File: src/rtl/fifo_sync_gen2_pkg.sv
// Shared FIFO definitions: default geometry and read-mode constants used by
// this FIFO and the later multi-channel FIFOs.
package fifo_sync_gen2_pkg;

  localparam int DEF_DATA_SIZE = 12;
  localparam int DEF_ADDR_SIZE = 3;

  // Read-mode selectors for the FWFT parameter.
  localparam int FIFO_STD  = 0;
  localparam int FIFO_FWFT = 1;

  // Occupancy-window test shared by the almost_empty flag of every FIFO flavour.
  function automatic logic in_low_window(input logic [7:0] cnt, input logic [7:0] th);
    return (cnt != 8'd0) && (cnt <= th);
  endfunction

endpackage

File: src/rtl/fifo_dp_ram.sv
// Storage array: one synchronous write port and one asynchronous read port.
module fifo_dp_ram #(
  parameter int DATA_SIZE = 12,
  parameter int ADDR_SIZE = 3
) (
  input  logic                 clk,
  input  logic                 we,
  input  logic [ADDR_SIZE-1:0] waddr,
  input  logic [DATA_SIZE-1:0] wdata,
  input  logic [ADDR_SIZE-1:0] raddr,
  output logic [DATA_SIZE-1:0] rdata
);

  logic [DATA_SIZE-1:0] mem_q [2**ADDR_SIZE];

  // NOTE: the array has no reset; pointers and count define what is valid.
  always_ff @(posedge clk) begin
    if (we) begin
      mem_q[waddr] <= wdata;
    end
  end

  assign rdata = mem_q[raddr];

endmodule

File: src/rtl/fifo_sync_gen2.sv
// Single-clock FIFO with run-time almost thresholds, sticky error reporting
// and a choice of registered or first-word-fall-through read.
module fifo_sync_gen2
  import fifo_sync_gen2_pkg::*;
#(
  parameter int DATA_SIZE = DEF_DATA_SIZE,
  parameter int ADDR_SIZE = DEF_ADDR_SIZE,
  parameter int FWFT      = FIFO_STD
) (
  input  logic                 clk,
  input  logic                 reset_L,
  input  logic                 write,
  input  logic                 read,
  input  logic [DATA_SIZE-1:0] data_in,
  input  logic                 err_clr,
  input  logic [ADDR_SIZE:0]   th_almost_full,
  input  logic [ADDR_SIZE:0]   th_almost_empty,
  output logic [DATA_SIZE-1:0] fifo_data_out,
  output logic                 data_valid,
  output logic                 fifo_empty,
  output logic                 fifo_full,
  output logic                 almost_empty,
  output logic                 almost_full,
  output logic                 overflow,
  output logic                 underflow,
  output logic                 fifo_error,
  output logic [ADDR_SIZE:0]   count
);

  localparam logic [ADDR_SIZE:0] DEPTH = {1'b1, {ADDR_SIZE{1'b0}}};

  logic [ADDR_SIZE-1:0] ptr_wr_q, ptr_wr_d;
  logic [ADDR_SIZE-1:0] ptr_rd_q, ptr_rd_d;
  logic [ADDR_SIZE:0]   count_q, count_d;
  logic                 err_q, err_d;
  logic                 wr_ok, rd_ok;
  logic [DATA_SIZE-1:0] ram_rdata;

  assign fifo_empty   = (count_q == '0);
  assign fifo_full    = (count_q == DEPTH);
  assign almost_full  = (count_q >= th_almost_full);
  assign almost_empty = in_low_window(8'(count_q), 8'(th_almost_empty));
  assign count        = count_q;
  assign fifo_error   = err_q;

  // A full FIFO still accepts a write when a read frees a slot in the same cycle.
  assign wr_ok     = write && (!fifo_full || read);
  assign rd_ok     = read && !fifo_empty;
  assign overflow  = write && !wr_ok;
  assign underflow = read && !rd_ok;

  always_comb begin
    // NOTE: every next-state signal gets a default first so no latch is inferred.
    ptr_wr_d = ptr_wr_q;
    ptr_rd_d = ptr_rd_q;
    count_d  = count_q;
    err_d    = err_q;
    if (wr_ok) ptr_wr_d = ptr_wr_q + 1'b1;
    if (rd_ok) ptr_rd_d = ptr_rd_q + 1'b1;
    unique case ({wr_ok, rd_ok})
      2'b10:   count_d = count_q + 1'b1;
      2'b01:   count_d = count_q - 1'b1;
      default: count_d = count_q;
    endcase
    if (err_clr)               err_d = 1'b0;
    if (overflow || underflow) err_d = 1'b1;
  end

  always_ff @(posedge clk) begin
    // NOTE: sequential state uses non-blocking assignment only.
    if (!reset_L) begin
      ptr_wr_q <= '0;
      ptr_rd_q <= '0;
      count_q  <= '0;
      err_q    <= 1'b0;
    end else begin
      ptr_wr_q <= ptr_wr_d;
      ptr_rd_q <= ptr_rd_d;
      count_q  <= count_d;
      err_q    <= err_d;
    end
  end

  fifo_dp_ram #(
    .DATA_SIZE(DATA_SIZE),
    .ADDR_SIZE(ADDR_SIZE)
  ) u_ram (
    .clk  (clk),
    .we   (wr_ok && reset_L),
    .waddr(ptr_wr_q),
    .wdata(data_in),
    .raddr(ptr_rd_q),
    .rdata(ram_rdata)
  );

  if (FWFT == FIFO_FWFT) begin : g_fwft
    assign fifo_data_out = ram_rdata;
    assign data_valid    = !fifo_empty;
  end else begin : g_std
    logic [DATA_SIZE-1:0] dout_q;
    logic                 valid_q;

    always_ff @(posedge clk) begin
      if (!reset_L) begin
        dout_q  <= '0;
        valid_q <= 1'b0;
      end else begin
        valid_q <= rd_ok;
        if (rd_ok) dout_q <= ram_rdata;
      end
    end

    assign fifo_data_out = dout_q;
    assign data_valid    = valid_q;
  end

endmodule
File: config.mk
export PLATFORM = sky130hd
export DESIGN_NAME = fifo_sync_gen2
export DESIGN_NICKNAME = d
export VERILOG_FILES = /design/src/rtl/fifo_sync_gen2_pkg.sv /design/src/rtl/fifo_dp_ram.sv /design/src/rtl/fifo_sync_gen2.sv
export SDC_FILE = /design/constraint.sdc
export NUM_CORES = 1
export LEC_CHECK = 0
export CAP_MARGIN = 0
export CORE_UTILIZATION = 50
export CTS_CLUSTER_DIAMETER = 100
export DETAILED_ROUTE_END_ITERATION = 7
export PLACE_DENSITY = 0.72
export REMOVE_ABC_BUFFERS = 1
export SLEW_MARGIN = 30
export SYNTH_ARGS = -nofsm -noshare
export SYNTH_HDL_FRONTEND = slang
export SYNTH_SLANG_ARGS = --single-unit
export TNS_END_PERCENT = 20
File: constraint.sdc
create_clock -name clk -period 3.2 [get_ports clk]
set_input_delay 0.48 -clock clk [delete_from_list [all_inputs] [get_ports clk]]
set_output_delay 0.48 -clock clk [all_outputs]
set_load 0.1 [all_outputs]
==> flow_summary.yaml, run 1 <==
setup_path:
  max_stage_delay_ps: 680
  path_max_fanout: 11
  crit_chain: "or4b_1, o21ai_4, ha_1, xor2_1, ha_1, a21oi_1, xor2_1, or3_1, a21boi_0"
  critPathKind: "register to register"
  worstSetupStartpointType: "register"
  crit_buf_inv: 0
  critPathRequiredTime_ps: 3630
  cp_top_family: "simple AND/OR/NAND/NOR gates"
  critical_path.slowest_cell: "or4b_1"
  end_kind: "register"
  worst_ep_arrival_time_ps: 3270
timing:
  max_freq_mhz: 353
  period_needed_ps: 2840
  finalCritPeriodShare: 0.886
  skew_ps: 9.33
  hold_violations: 0
  rsz0062_at_grt: "no"
  whs_ps: 507
  slew_headroom: 0.343
  drv_slew: 0
  worst_pin_slew_ps: 982
  setup_viol: 0
floorplanning:
  floorplan.die_area_sq_mm: 0.0100
  fp.dieW_um: 100
  die_h_um: 100
  pin_count: 49
  start_util: 0.519
  coreArea_sq_mm: 0.00928
  row_count: 35
yosys:
  ys_async_sr_fraction: 0
  yosysWarnings: 0
  yosysSeqAreaShare: 0.698
  synth_ff_type: "edfxtp_1"
  synth_edf_count: 96
  synth_cells: 284
  syn_avg_cell_area_sq_um: 17.0
  synth-seq-cells: 120
  yosysUniqueCellTypes: 38
  netlist_area_sq_mm: 0.00482
clock_network:
  clkSlewWorstSetupHoldPaths_ps: 60
  numCtsBuffers: 17
  cts_buffer_depth: 2
  cts_hold_buffers: 0
  clk_latency_ps: 510
  clkSinkCount: 120
  tritoncts: "yes"
  cts.htree.levels: 4
  post_cts_buffers: 0
  postCtsResizedCells: 0
  clock-root-buffer: "clkbuf_8"
grt:
  grt_max_degree: 29
  grt_usage: 0.207
  grt_overflow: 0
  grt_pass1_vias: 2650
  antenna_found_initial: 0
  grt_pass1_wl_mm: 14.5
placement:
  placed_area_sq_mm: 0.00549
  dp_hpwl_mm: 5.22
  gp_congestion: 0.742
  port-buffer-count: 48
detailed_routing:
  postRouteAntennaNets: 0
  drc: 0
  vias_per_cell: 5.37
  drt-total-wl_mm: 9.29
  drtIter0Drc: 99
  dr_total_vias: 2638
  firstDrtPassIters: 4
  wl_per_cell_um: 18.9
pwr:
  power_leakage_nw: 2.12
  p_per_area_mw_per_mm2: 940
  ir_worst_vdd_mv: 0.607
cells_and_area:
  final_nets: 387
  n_antenna_cell: 0
  fill_cells: 662
  fin_area_sq_mm: 0.00604
  drive_gt1_frac: 0.257
  syn_to_final_growth_pct: 25.5
worst_hold_path:
  hold_class: "register to register"
outcome:
  outcome: "finished clean"
flow_run:
  drv_cap: 0
## cell families (layout without fill, tap and decap cells)
group	Yosys count	count (layout)	share of synthesized area
xor+xnor	7	7	0.0127
compound gates	41	41	0.0548
fa+ha+maj	13	13	0.0338
simple gates	51	51	0.0577
buf+inv	24	102	0.0221
mux	28	28	0.121
flops	120	120	0.698
## flip-flops by register name, summed over array words and instances, names as in the netlist
register,flops
fifo_data_out,12
data_valid,1
count,4
ptr_rd_q,3
u_ram.mem_q,96
ptr_wr_q,3
fifo_error,1
## path summary, 6_finish.rpt
kind | from | to | slack (ps) | cells after the start
worst max-delay path | count[2] | count[2] | 360 | 9
worst min-delay path | fifo_data_out[9] | fifo_data_out[9] | 510 | 2
worst max register to register | count[2] | count[2] | 360 | 9
worst min register to register | fifo_data_out[9] | fifo_data_out[9] | 510 | 2
## cell usage in the layout (no fill, tap or decap), types with 2 or more instances in the layout
cell type and instances:
nor2_1 14, nor2b_1 5, nor3_2 4, o22ai_1 12, clkbuf_16 16, inv_1 9
nand2_1 6, a21o_1 3, nand2b_1 3, clkdlybuf4s50_1 32, o21ai_0 15, nor4_2 2
dfxtp_1 24, inv_6 5, clkinvlp_4 3, a21oi_1 3, and2_1 7, nand3b_1 2
mux4_2 24, clkinv_4 4, clkinv_2 2, o211ai_1 2, mux2i_1 4, edfxtp_1 96
xor2_1 3, ha_1 13, buf_4 28, xnor2_1 4
## worst min-delay path: cells and delay by family, from the launching register on
family	cells	cell delay, ps
flip-flops	1	320
AO/OA/AOI/OAI	1	80
AND/OR/NAND/NOR	1	70
## layout make-up
cell class | count | area, sq um | share of cell area
Clock inverter | 15 | 141 | 0.0234
Clock buffer | 17 | 414 | 0.0685
Timing Repair Buffer | 61 | 551 | 0.0911
Inverter | 9 | 33.8 | 0.00559
Tap cell | 129 | 161 | 0.0267
Multi-Input combinational cell | 140 | 1380 | 0.228
Sequential cell | 120 | 3360 | 0.557
## power by group
group / total (mW) / switching, mW / internal (mW)
registers: 1.90 / 0.0882 / 1.81
clock network: 1.73 / 0.694 / 1.04
logic: 2.05 / 1.44 / 0.608
## per-stage QoR
step	util	TNS (ps)	setup WS (ps)	power [mW]	cells
6_report	0.651	0	365	5.68	491
5_1_grt	0.651	0	220	5.90	491
4_1_cts	0.651	0	330	5.73	491
3_5_place_dp	0.591	0	430	3.97	459
3_3_place_gp	0.591	0	507	3.95	459
2_1_floorplan	-	-9900	-3070	3.38	269
## layer usage
| metal | GRT usage | up-vias | part of all wire |
|---|---|---|---|
| met3 | 0.0689 | 5 | 0.060 |
| met2 | 0.349 | 66 | 0.53 |
| met4 | 0.0635 | 0 | 0.0061 |
| met1 | 0.254 | 1314 | 0.40 |
| li1 | - | 1253 | - |
| met5 | 0 | - | 0 |
## synthesized netlist by cell type, types with 4 or more instances
| library cell | instances | area share |
|---|---|---|
| nor2_1 | 14 | 0.011 |
| ha_1 | 13 | 0.034 |
| nand2_1 | 6 | 0.0047 |
| mux2i_1 | 4 | 0.0083 |
| buf_2 | 7 | 0.0073 |
| nor3_1 | 4 | 0.0042 |
| xnor2_1 | 4 | 0.0073 |
| o21ai_0 | 15 | 0.016 |
| dfxtp_1 | 24 | 0.10 |
| and2_1 | 7 | 0.0091 |
| inv_1 | 9 | 0.0070 |
| nor2b_1 | 5 | 0.0065 |
| edfxtp_1 | 96 | 0.60 |
| clkbuf_1 | 6 | 0.0047 |
| mux4_2 | 24 | 0.11 |
| o22ai_1 | 12 | 0.016 |
(Power assumes the default switching activity.)
==> inputs of run 2 (changes only) <==
--- a/config.mk
+++ b/config.mk
@@ -6,10 +6,11 @@
 export NUM_CORES = 1
 export LEC_CHECK = 0
 export CAP_MARGIN = 0
-export CORE_UTILIZATION = 50
+export CORE_MARGIN = 4
+export CORE_UTILIZATION = 56
 export CTS_CLUSTER_DIAMETER = 100
 export DETAILED_ROUTE_END_ITERATION = 7
-export PLACE_DENSITY = 0.72
+export PLACE_DENSITY = 0.79
 export REMOVE_ABC_BUFFERS = 1
 export SLEW_MARGIN = 30
 export SYNTH_ARGS = -nofsm -noshare
==> flow_summary.yaml, run 2 (synthesis results as in run 1) <==
detailed_routing:
  postRouteAntennaNets: 0
  vias_per_cell: 5.85
  dr_total_vias: 2733
  drt-total-wl_mm: 9.50
  drtIter0Drc: 130
  drc: 0
  wl_per_cell_um: 20.3
  firstDrtPassIters: 6
pwr:
  power_leakage_nw: 2.13
  ir_worst_vdd_mv: 0.621
  p_per_area_mw_per_mm2: 962
  finalPower_mw: 5.81
cells_and_area:
  largest_reg_flops: 96
  syn_to_final_growth_pct: 25.3
  largest-register: "u_ram.mem_q"
  final_nets: 387
  n_antenna_cell: 0
  final_util: 0.727
  final_common_cell: "edfxtp_1"
  drive_gt1_frac: 0.254
  layout_common_cells: "96 x edfxtp_1, 30 x clkdlybuf4s50_1, 30 x buf_4"
setup_path:
  cp.depth: 9
  critical_path.slowest_cell: "or4b_1"
  worstSetupStartpointType: "register"
  r2r-start: "count[2]"
  crit_buf_inv: 0
  cp_top_family: "simple AND/OR/NAND/NOR gates"
  cp-startpoint: "count[2]"
  critPathRequiredTime_ps: 3630
  rrSetupSlack_ps: 340
  r2r_end: "count[2]"
  path_max_fanout: 11
  endpoint: "count[2]"
  worst_ep_arrival_time_ps: 3290
  critPathKind: "register to register"
  ff2ff_path_depth: 9
  max_stage_delay_ps: 690
  crit_chain: "or4b_1, o21ai_4, ha_1, xor2_1, ha_1, a21oi_1, xor2_1, or3_1, a21boi_0"
  end_kind: "register"
floorplanning:
  start_util: 0.580
  row_count: 33
  pin_count: 49
  die_h_um: 101
  floorplan.die_area_sq_mm: 0.0101
  fp.dieW_um: 101
  coreArea_sq_mm: 0.00830
clock_network:
  cts_buffer_depth: 2
  clkSlewWorstSetupHoldPaths_ps: 60
  tritoncts: "yes"
  clk_latency_ps: 500
  post_cts_buffers: 0
  clkSinkCount: 120
  cts_hold_buffers: 0
  clock-root-buffer: "clkbuf_8"
  cts.htree.levels: 4
  numCtsBuffers: 17
  postCtsResizedCells: 0
timing:
  skew_ps: 4.81
  period_needed_ps: 2860
  worst_pin_slew_ps: 967
  rsz0062_at_grt: "no"
  finalSetupTns_ps: 0
  setup_viol: 0
  whs_ps: 516
  drv_slew: 0
  finalCritPeriodShare: 0.892
  slew_headroom: 0.354
  setup_ws_ps: 344
  max_freq_mhz: 350
  hold_violations: 0
worst_hold_path:
  hold_class: "register to register"
  hold_path_depth: 2
grt:
  grt_max_degree: 29
  antenna_found_initial: 0
  grt_pass1_vias: 2733
  grt_overflow: 0
  grt_pass1_wl_mm: 15.1
  grt_usage: 0.204
placement:
  dpl_worst_slack_ps: 372
  port-buffer-count: 48
  gp_congestion: 0.762
  dp_hpwl_mm: 5.59
flow_run:
  drv_cap: 0
outcome:
  outcome: "finished clean"
==> run 2: cell count changes in the layout (fill, tap and decap cells not counted) <==
cell,before,now
inv_6,5,1
buf_4,28,30
bufinv_16,1,3
clkdlybuf4s50_1,32,30
nor3_1,0,2
nor3_2,4,2
clkinv_1,0,1
clkinvlp_4,3,4
==> run 2: where the power goes <==
| part | internal (mW) | switching (mW) |
|---|---|---|
| sequential | 1.81 | 0.0976 |
| clock | 1.18 | 0.680 |
| combinational | 0.605 | 1.43 |
==> run 2: stage by stage <==
step           area (sq um)  std cells
6_report               6030        467
5_1_grt                6030        467
4_1_cts                6030        467
3_5_place_dp           5440        435
3_3_place_gp           5440        435
2_1_floorplan          4740        269
==> run 2: tightest hold or removal path, stage by stage, from the launching register on <==
cell and delay (ps):
dfxtp_1 320, o21ai_0 90, nor2_1 80
==> run 2: cell type report <==
class                   count  area [sq um]
flip-flops and latches    120          3360
fillers                   492          2260
multi-input cells         140          1370
repair buffers             61           546
clock buffers              17           414
clock inverters            15           178
well taps                 105           131
inverters                   9          33.8
==> run 2: worst min path at each step <==
stage	from	endpoint	slack, ps
after floorplan	ptr_rd_q[2]	ptr_rd_q[2]	560
after global placement	fifo_data_out[9]	fifo_data_out[9]	490
after detailed placement	fifo_data_out[3]	fifo_data_out[3]	500
after CTS	fifo_data_out[1]	fifo_data_out[1]	520
after global routing	fifo_data_out[7]	fifo_data_out[7]	580
final	fifo_data_out[1]	fifo_data_out[1]	520
==> run 2: layer usage <==
layer	track usage	wire, um
met1	0.264	4020
met2	0.333	4860
met3	0.0630	504
met4	0.0622	110
met5	0	0
==> inputs of run 3 (changes only) <==
--- a/config.mk
+++ b/config.mk
@@ -12,6 +12,7 @@
 export DETAILED_ROUTE_END_ITERATION = 7
 export PLACE_DENSITY = 0.79
 export REMOVE_ABC_BUFFERS = 1
+export SKIP_LAST_GASP = 1
 export SLEW_MARGIN = 30
 export SYNTH_ARGS = -nofsm -noshare
 export SYNTH_HDL_FRONTEND = slang
==> results of run 3 <==
No change in the layout: final DEF, timing and power equal those of run 2.
